## config.mk

```make
export PLATFORM = sky130hd
export DESIGN_NAME = display_scan_ctrl
export DESIGN_NICKNAME = d
export VERILOG_FILES = /design/src/rtl/display_scan_ctrl.sv
export SDC_FILE = /design/constraint.sdc
export NUM_CORES = 1
export LEC_CHECK = 0
export ABC_AREA = 0
export BUFFER_PORTS_ARGS = -buffer_cell sky130_fd_sc_hd__buf_2
export CORE_ASPECT_RATIO = 1.1
export CORE_MARGIN = 2
export CORE_UTILIZATION = 39
export DETAILED_ROUTE_END_ITERATION = 12
export PLACE_DENSITY = 0.64
export SLEW_MARGIN = 20
export SYNTH_ARGS = -nofsm -noshare
export SYNTH_HDL_FRONTEND = slang
export SYNTH_SLANG_ARGS = --single-unit
```

## constraint.sdc

```tcl
create_clock -name clk -period 3.1 [get_ports clk]
set_clock_uncertainty 0.2 [all_clocks]
set_input_delay 0.465 -clock clk [delete_from_list [all_inputs] [get_ports clk]]
set_output_delay 0.465 -clock clk [all_outputs]
set_load 0.05 [all_outputs]
```

## src/rtl/display_scan_ctrl.sv

```systemverilog
// Scan controller for a four-digit 7-segment display: steps a digit index at the
// refresh rate and presents each digit of a per-frame BCD snapshot with a blank flag.
`timescale 1ns/1ps

module display_scan_ctrl #(
    parameter int REFRESH_DIV = 100000
) (
    input  logic        clk,
    input  logic        rst_n,
    input  logic [15:0] bcd_in,
    input  logic        blank_lz,
    output logic [1:0]  scan_cnt,
    output logic [3:0]  digit_bcd,
    output logic        digit_blank,
    output logic        frame_start
);

    localparam int PW = (REFRESH_DIV > 1) ? $clog2(REFRESH_DIV) : 1;
    localparam logic [PW-1:0] PRESCALE_MAX = PW'(REFRESH_DIV - 1);

    logic [PW-1:0] prescaler_q, prescaler_d;
    logic [1:0]    scan_q, scan_d;
    logic [15:0]   snap_q, snap_d;
    logic [3:0]    digit_bcd_q, digit_bcd_d;
    logic          digit_blank_q, digit_blank_d;
    logic          frame_start_q, frame_start_d;

    logic          tick;
    logic          frame_wrap;
    logic [3:0]    next_nibble;

    // Blank for leading zeros: digit idx >= 1 whose own and all higher digits are zero.
    function automatic logic lz_blank(input logic [15:0] snap, input logic [1:0] idx);
        logic all_zero;
        all_zero = 1'b1;
        for (int k = 0; k < 4; k++) begin
            if (k >= int'(idx) && snap[4*k +: 4] != 4'd0) begin
                all_zero = 1'b0;
            end
        end
        return (idx != 2'd0) && all_zero;
    endfunction

    assign tick       = (prescaler_q == PRESCALE_MAX);
    assign frame_wrap = tick && (scan_q == 2'd3);

    always_comb begin
        // NOTE: every comb output gets a default first so no path leaves it unassigned (no latch).
        prescaler_d   = prescaler_q + 1'b1;
        scan_d        = scan_q;
        snap_d        = snap_q;
        digit_bcd_d   = digit_bcd_q;
        digit_blank_d = digit_blank_q;
        frame_start_d = 1'b0;
        next_nibble   = 4'd0;

        if (tick) begin
            prescaler_d = '0;
            scan_d      = scan_q + 2'd1;
        end

        if (frame_wrap) begin
            snap_d        = bcd_in;
            frame_start_d = 1'b1;
        end

        // Outputs are computed from the values being loaded this edge, so digit 0
        // shows a freshly captured value in the same cycle it is captured.
        next_nibble = snap_d[{scan_d, 2'b00} +: 4];
        if (tick) begin
            digit_bcd_d   = next_nibble;
            digit_blank_d = (next_nibble > 4'd9) || (blank_lz && lz_blank(snap_d, scan_d));
        end
    end

    // NOTE: the snapshot is reset along with everything else so a mid-frame reset
    // can never expose stale digits; it is a plain register, not a memory array.
    always_ff @(posedge clk or negedge rst_n) begin
        if (!rst_n) begin
            prescaler_q   <= '0;
            scan_q        <= 2'd0;
            snap_q        <= 16'd0;
            digit_bcd_q   <= 4'd0;
            digit_blank_q <= 1'b0;
            frame_start_q <= 1'b0;
        end else begin
            // NOTE: non-blocking assignments so every flop samples pre-edge values.
            prescaler_q   <= prescaler_d;
            scan_q        <= scan_d;
            snap_q        <= snap_d;
            digit_bcd_q   <= digit_bcd_d;
            digit_blank_q <= digit_blank_d;
            frame_start_q <= frame_start_d;
        end
    end

    assign scan_cnt    = scan_q;
    assign digit_bcd   = digit_bcd_q;
    assign digit_blank = digit_blank_q;
    assign frame_start = frame_start_q;

endmodule
```

# --- Word level (Yosys, flattened, before mapping) ---
# Index checks and enable logic that the tools add are counted.
# W data, S select, Z words.
word_totals:
  regBits: 41
  latchBits: 0
  ram_bits: 0
  romBits: 0
  in_bits: 19
  out_inout_bits: 8
  word_cells: 36
  mem_count: 0
classes:
  addsub: 2
  n_mul: 0
  div_mod_pow: 0
  magnitude_cmp: 4
  n_eq_ne: 2
  shifts: 1
  n_mux: 9
  n_bitwise: 0
  reduce_logical: 12
op_table:
  columns: ["cell", "count"]
  rows:
  - ["$add A17 B1 Y17 const B", 1]
  - ["$eq A17 B17 Y1 const B", 1]
  - ["$mux W17", 1]
  - ["$mux W16", 1]
  - ["$reduce_bool A4 Y1", 4]
  - ["$shiftx A16 B5 Y4", 1]
  - ["$logic_and A1 B1 Y1", 6]
  - ["$mux W1", 6]
  - ["$ge A1 B2 Y1 const A", 2]
  - ["$gt A4 B4 Y1 const B", 1]
  - ["$add A2 B1 Y2 const B", 1]
  - ["$eq A2 B2 Y1 const B", 1]
  - ["$ge A2 B2 Y1 const A", 1]
  - ["$mux W2", 1]
  - ["$reduce_bool A2 Y1", 1]
  - ["$logic_or A1 B1 Y1", 1]

# --- Logic depth before layout (Yosys ltp) ---
depth:
  word_depth: 13
  ltp_mapped: 9
  mapped_depth_nobuf: 9

# --- Worst setup path before layout ---
# OpenSTA, ideal clock, no wires.
synth_timing:
  path_type: "register to register"
  start: "reg prescaler_q[5]"
  end: "reg digit_bcd_q[0] (netlist: digit_bcd[0])"
  setup_ns: 0.138
  arrival_ns: 2.632
  required_ns: 2.762
  slack_ns: 0.131
  path_stages_with_launch: 9
  n_path_buf: 0
  period_less_slack_ns: 2.969
  path_cell_list: "dfrtp_1 -> or4b_1 -> nor4_4 -> nand2_2 -> inv_2 -> mux2_2 -> mux2_1 -> mux2i_1 -> a21oi_1"
synth_between:
  elab_chain_cells: 4
  word_cells_on_any_way: 5
  classes_between: "1 x eq/ne; 1 x shift; 2 x mux; 1 x reduce/logical"
synth_lines:
  columns: ["element", "line", "rtl"]
  rows:
  - ["start: declaration", "21", "logic [PW-1:0] prescaler_q, prescaler_d;"]
  - ["start signal: assignment", "88", "prescaler_q <= prescaler_d;"]
  - ["$eq A17 B17 Y1", "44", "assign tick = (prescaler_q == PRESCALE_MAX);"]
  - ["$logic_and A1 B1 Y1", "45", "assign frame_wrap = tick && (scan_q == 2'd3);"]
  - ["$mux W16", "62", "if (frame_wrap) begin"]
  - ["named net snap_d[4]", "23", "logic [15:0] snap_q, snap_d;"]
  - ["$shiftx A16 B5 Y4", "69", "next_nibble = snap_d[{scan_d, 2'b00} +: 4];"]
  - ["end signal: assignment", "91", "digit_bcd_q <= digit_bcd_d;"]
  - ["end: declaration", "24", "logic [3:0] digit_bcd_q, digit_bcd_d;"]
# The timed path passes the listed nets, and every way through them passes these cells.
# A chain may end at the register's enable or synchronous reset.

# --- Final worst setup path ---
layout_timing:
  start: "reg prescaler_q[5]"
  end: "reg digit_blank_q (netlist: digit_blank)"
layout_between:
  word_cells_on_any_way: 25
  classes_between: "4 x order compare; 1 x eq/ne; 1 x shift; 7 x mux; 12 x reduce/logical"
layout_lines:
  columns: ["element", "line", "rtl"]
  rows:
  - ["$eq A17 B17 Y1 (*)", "44", null]
  - ["$mux W2 (*)", "57", "if (tick) begin"]
  - ["named net scan_d[0]", "22", "logic [1:0] scan_q, scan_d;"]
  - ["$ge A1 B2 Y1", "37", "if (k >= int'(idx) && snap[4*k +: 4] != 4'd0) begin"]
  - ["$logic_and A1 B1 Y1", "37", null]
  - ["$mux W1 (4 in series)", "37", null]
  - ["$mux W1", "70", "if (tick) begin"]
  - ["$logic_and A1 B1 Y1", "41", "return (idx != 2'd0) && all_zero;"]
  - ["$logic_and A1 B1 Y1", "72", "digit_blank_d = (next_nibble > 4'd9) || (blank_lz && lz_blank(snap_d, scan_d));"]
  - ["$logic_or A1 B1 Y1 (*)", "72", null]
  - ["end signal: assignment", "92", "digit_blank_q <= digit_blank_d;"]
  - ["end: declaration", "25", "logic digit_blank_q, digit_blank_d;"]
# Mark *: on every way through the listed nets, which the timed path passes. The rest lies on a longest branch. The select of a mux whose other input is x is not followed.

==> flow_summary.json <==
{
  "tightest_slew_ns": 0.895,
  "status": "complete, no violations",
  "fin_crit_sh_pct": 93.5,
  "layout.nets": 227,
  "placed_cells": 257,
  "drt-total-wl_mm": 3.97,
  "critPathSlowestCell": "or4b_1",
  "power.internal_mw": 0.738,
  "ys_seq_elements": 41,
  "place_area_mm2": 0.00226,
  "critPathKind": "register to register",
  "critPathArrivalTime_ns": 2.87,
  "synth_seq_area_share_pct": 50.6,
  "synthToLayoutAreaGrowth_pct": 16.1,
  "ant_nets": 0,
  "gp_congestion": 0.813,
  "synth_cell_type_count": 41,
  "core.rowCount": 27,
  "grt_max_degree": 42,
  "path_cells": "or4b_1 -> nor4_4 -> buf_4 -> xor2_4 -> mux4_2 -> mux2i_1 -> a21bo_1 -> a31oi_1",
  "hold_violations": 0,
  "cp_top_family": "simple AND/OR/NAND/NOR gates",
  "cp.depth": 8,
  "synth_top_area_share_pct": 50.6,
  "fin_crit_ns": 2.90,
  "setup_viol": 0,
  "portBuffers": 26,
  "maxSlewHeadroom_pct": 40.3,
  "synth_area_mm2": 0.00203,
  "ys_warn_count": 0,
  "crit_path_end_kind": "register",
  "clockBufferDepth": 2,
  "via_per_inst": 5.31,
  "cts_max_level": 2,
  "fin_setup_tns_ns": 0,
  "total_power_mw": 0.937,
  "cts_tree": "yes",
  "synth_area_leaders": "dfrtp_1, mux2_2, mux2i_1, mux4_2, xor2_1",
  "syn_inst": 172,
  "cts_sinks": 41,
  "r2r_cells": 8,
  "core_mm2": 0.00500,
  "cts_root_buf": "clkbuf_8",
  "seq_power_share_pct": 58.3,
  "worstHoldPathType": "input pin to asynchronous set/reset pin",
  "cts.clk_slew.worst_paths_ns": 0.08,
  "grt_use_total_pct": 15.7,
  "drive_gt1_share_pct": 28.6,
  "dpl.hpwl_mm": 2.87,
  "remaining_drc_errors": 0,
  "p_leak_nw": 1.10,
  "crit_required_ns": 3.07,
  "grt_overflow": 0,
  "p_sw_share_pct": 21.2,
  "p_sw_mw": 0.198,
  "final-instance-count-excl-fill": 264,
  "synth_top_area_cell": "dfrtp_1",
  "fin_util_pct": 47.1,
  "grt_pass1_vias": 1456,
  "fp.dieH_um": 79.7,
  "max_cap_viol_count": 0,
  "n_antenna_cell": 0,
  "wire_per_inst_um": 15.0,
  "die_area_mm2": 0.00580,
  "syn_nets": 193,
  "drt_iter0_markers": 49,
  "clock_latency_ns": 0.29,
  "die_w_um": 72.8,
  "antenna_found_initial": 0,
  "worstSetupStartpointType": "register",
  "syn_avg_cell_area_um2": 11.8,
  "p_per_area_mw_per_mm2": 398,
  "critPathMaxStageDelay_ns": 0.59,
  "io_pins": 27,
  "clock_power_share_pct": 37.0,
  "final_max_slew_viol_count": 0,
  "pwr-share-comb_pct": 4.7,
  "rsz0062_at_grt": "false",
  "crit_buf_inv": 1,
  "initial_core_util_pct": 40.6,
  "max-vdd-ir-drop_mv": 0.250,
  "postLayoutCellArea_mm2": 0.00236,
  "fmax_ghz": 0.345,
  "path_max_fanout": 8,
  "cts_buffers": 5,
  "drtPass1Iterations": 4,
  "dr_total_vias": 1401,
  "grt_pass1_wl_mm": 6.94
}
-- flip-flops by register name, summed over array words and instances (netlist names) --
name         count
digit_blank      1
snap_q          16
prescaler_q     17
scan_cnt         2
frame_start      1
digit_bcd        4
-- worst paths after layout --
path	from	endpoint	slack [ns]
worst max-delay path	prescaler_q[5]	digit_blank	0.20
worst min-delay path	rst_n	prescaler_q[6]	0.1
worst max register to register	prescaler_q[5]	digit_blank	0.20
worst min register to register	snap_q[1]	snap_q[1]	0.29
max in group asynchronous	rst_n	snap_q[3]	2.04
min in group clk	bcd_in[2]	snap_q[2]	0.19
-- logic make-up after synthesis --
logic type / count (synthesis) / share of synthesized area (%)
AND/OR/NAND/NOR: 59 / 16.3
AO/OA/AOI/OAI: 18 / 6.04
XOR/XNOR: 16 / 7.28
adder cells (fa/ha/maj): 2 / 1.23
multiplexers: 28 / 17.1
buffers and inverters: 8 / 1.48
flip-flops: 41 / 50.6
-- cells in the mapped netlist, drive strengths merged --
| library cell | instances |
|---|---|
| dfrtp | 41 |
| nor2 | 17 |
| mux2 | 14 |
| nand2 | 13 |
| mux2i | 10 |
| xor2 | 9 |
| a21oi | 7 |
| xnor2 | 7 |
| nand3 | 5 |
| and3 | 4 |
| clkbuf | 4 |
| mux4 | 4 |
| inv | 3 |
| nand4 | 3 |
| nand4bb | 3 |
| nor4 | 3 |
| a21o | 2 |
| and2 | 2 |
| and4 | 2 |
| ha | 2 |
| nor3 | 2 |
| a211o | 1 |
| a21bo | 1 |
| a21boi | 1 |
| a22o | 1 |
| a31oi | 1 |
| a32o | 1 |
| buf | 1 |
| nand2b | 1 |
| nor2b | 1 |
| nor4b | 1 |
| o2111ai | 1 |
| o211ai | 1 |
| o21ai | 1 |
| or4 | 1 |
| or4b | 1 |
-- per-layer routing --
metal	wire length, um	vias up	track usage [%]
met4	51	0	5.00
met2	2000	28	26.8
met1	1790	685	19.4
li1	-	682	-
met5	0	-	0
met3	130	6	3.79
-- cell type report --
cell class / instances / area, um^2
clock buffer: 7 / 86.3
fill: 479 / 2640
inverter: 3 / 11.3
multi-input combinational: 123 / 985
sequential: 41 / 1030
tap: 58 / 72.6
timing repair buffer: 32 / 175
-- power groups by stage --
stage	clock network (mW)	registers [mW]	logic, mW
floorplan	0	0.555	0.0170
global placement	0	0.557	0.0454
detailed placement	0	0.556	0.0456
CTS	0.360	0.546	0.0456
global route	0.385	0.547	0.0507
finish	0.347	0.546	0.0439
-- timing repair --
item,in CTS,in global routing
buffers inserted,0,0
hold buffers,0,0
endpoints found under the setup margin,0,1
resized for setup,0,1
-- worst reg2reg max path: cells and delay by family (launching register included) --
kind	cells	cell delay [ns]
flip-flops	1	0.43
XOR/XNOR	1	0.29
AO/OA/AOI/OAI	2	0.22
AND/OR/NAND/NOR	2	0.82
multiplexers	2	0.58
buffers and inverters	1	0.24
-- placed cells by master (no fill, tap or decap), types with 2 or more instances in the layout --
| cell type | n |
|---|---|
| a21o_1 | 2 |
| a21oi_1 | 7 |
| and2_1 | 2 |
| and3_1 | 4 |
| and4_1 | 2 |
| buf_2 | 26 |
| buf_4 | 6 |
| clkbuf_8 | 6 |
| dfrtp_1 | 41 |
| ha_1 | 2 |
| inv_1 | 2 |
| mux2_2 | 13 |
| mux2i_1 | 10 |
| mux4_2 | 4 |
| nand2_1 | 12 |
| nand3_1 | 5 |
| nand4_1 | 3 |
| nand4bb_1 | 3 |
| nor2_1 | 17 |
| nor3_1 | 2 |
| nor4_1 | 2 |
| xnor2_1 | 7 |
| xor2_1 | 8 |
-- stage by stage --
step                      hold WS (ns)  worst slack [ns]
after floorplan                -0.0306             0.131
after global placement           0.260             0.270
after detailed placement         0.271             0.124
after CTS                        0.138            0.0724
after global routing             0.182            0.0688
final                           0.0998             0.203
Note: power is estimated with default switching activity, not from simulation.
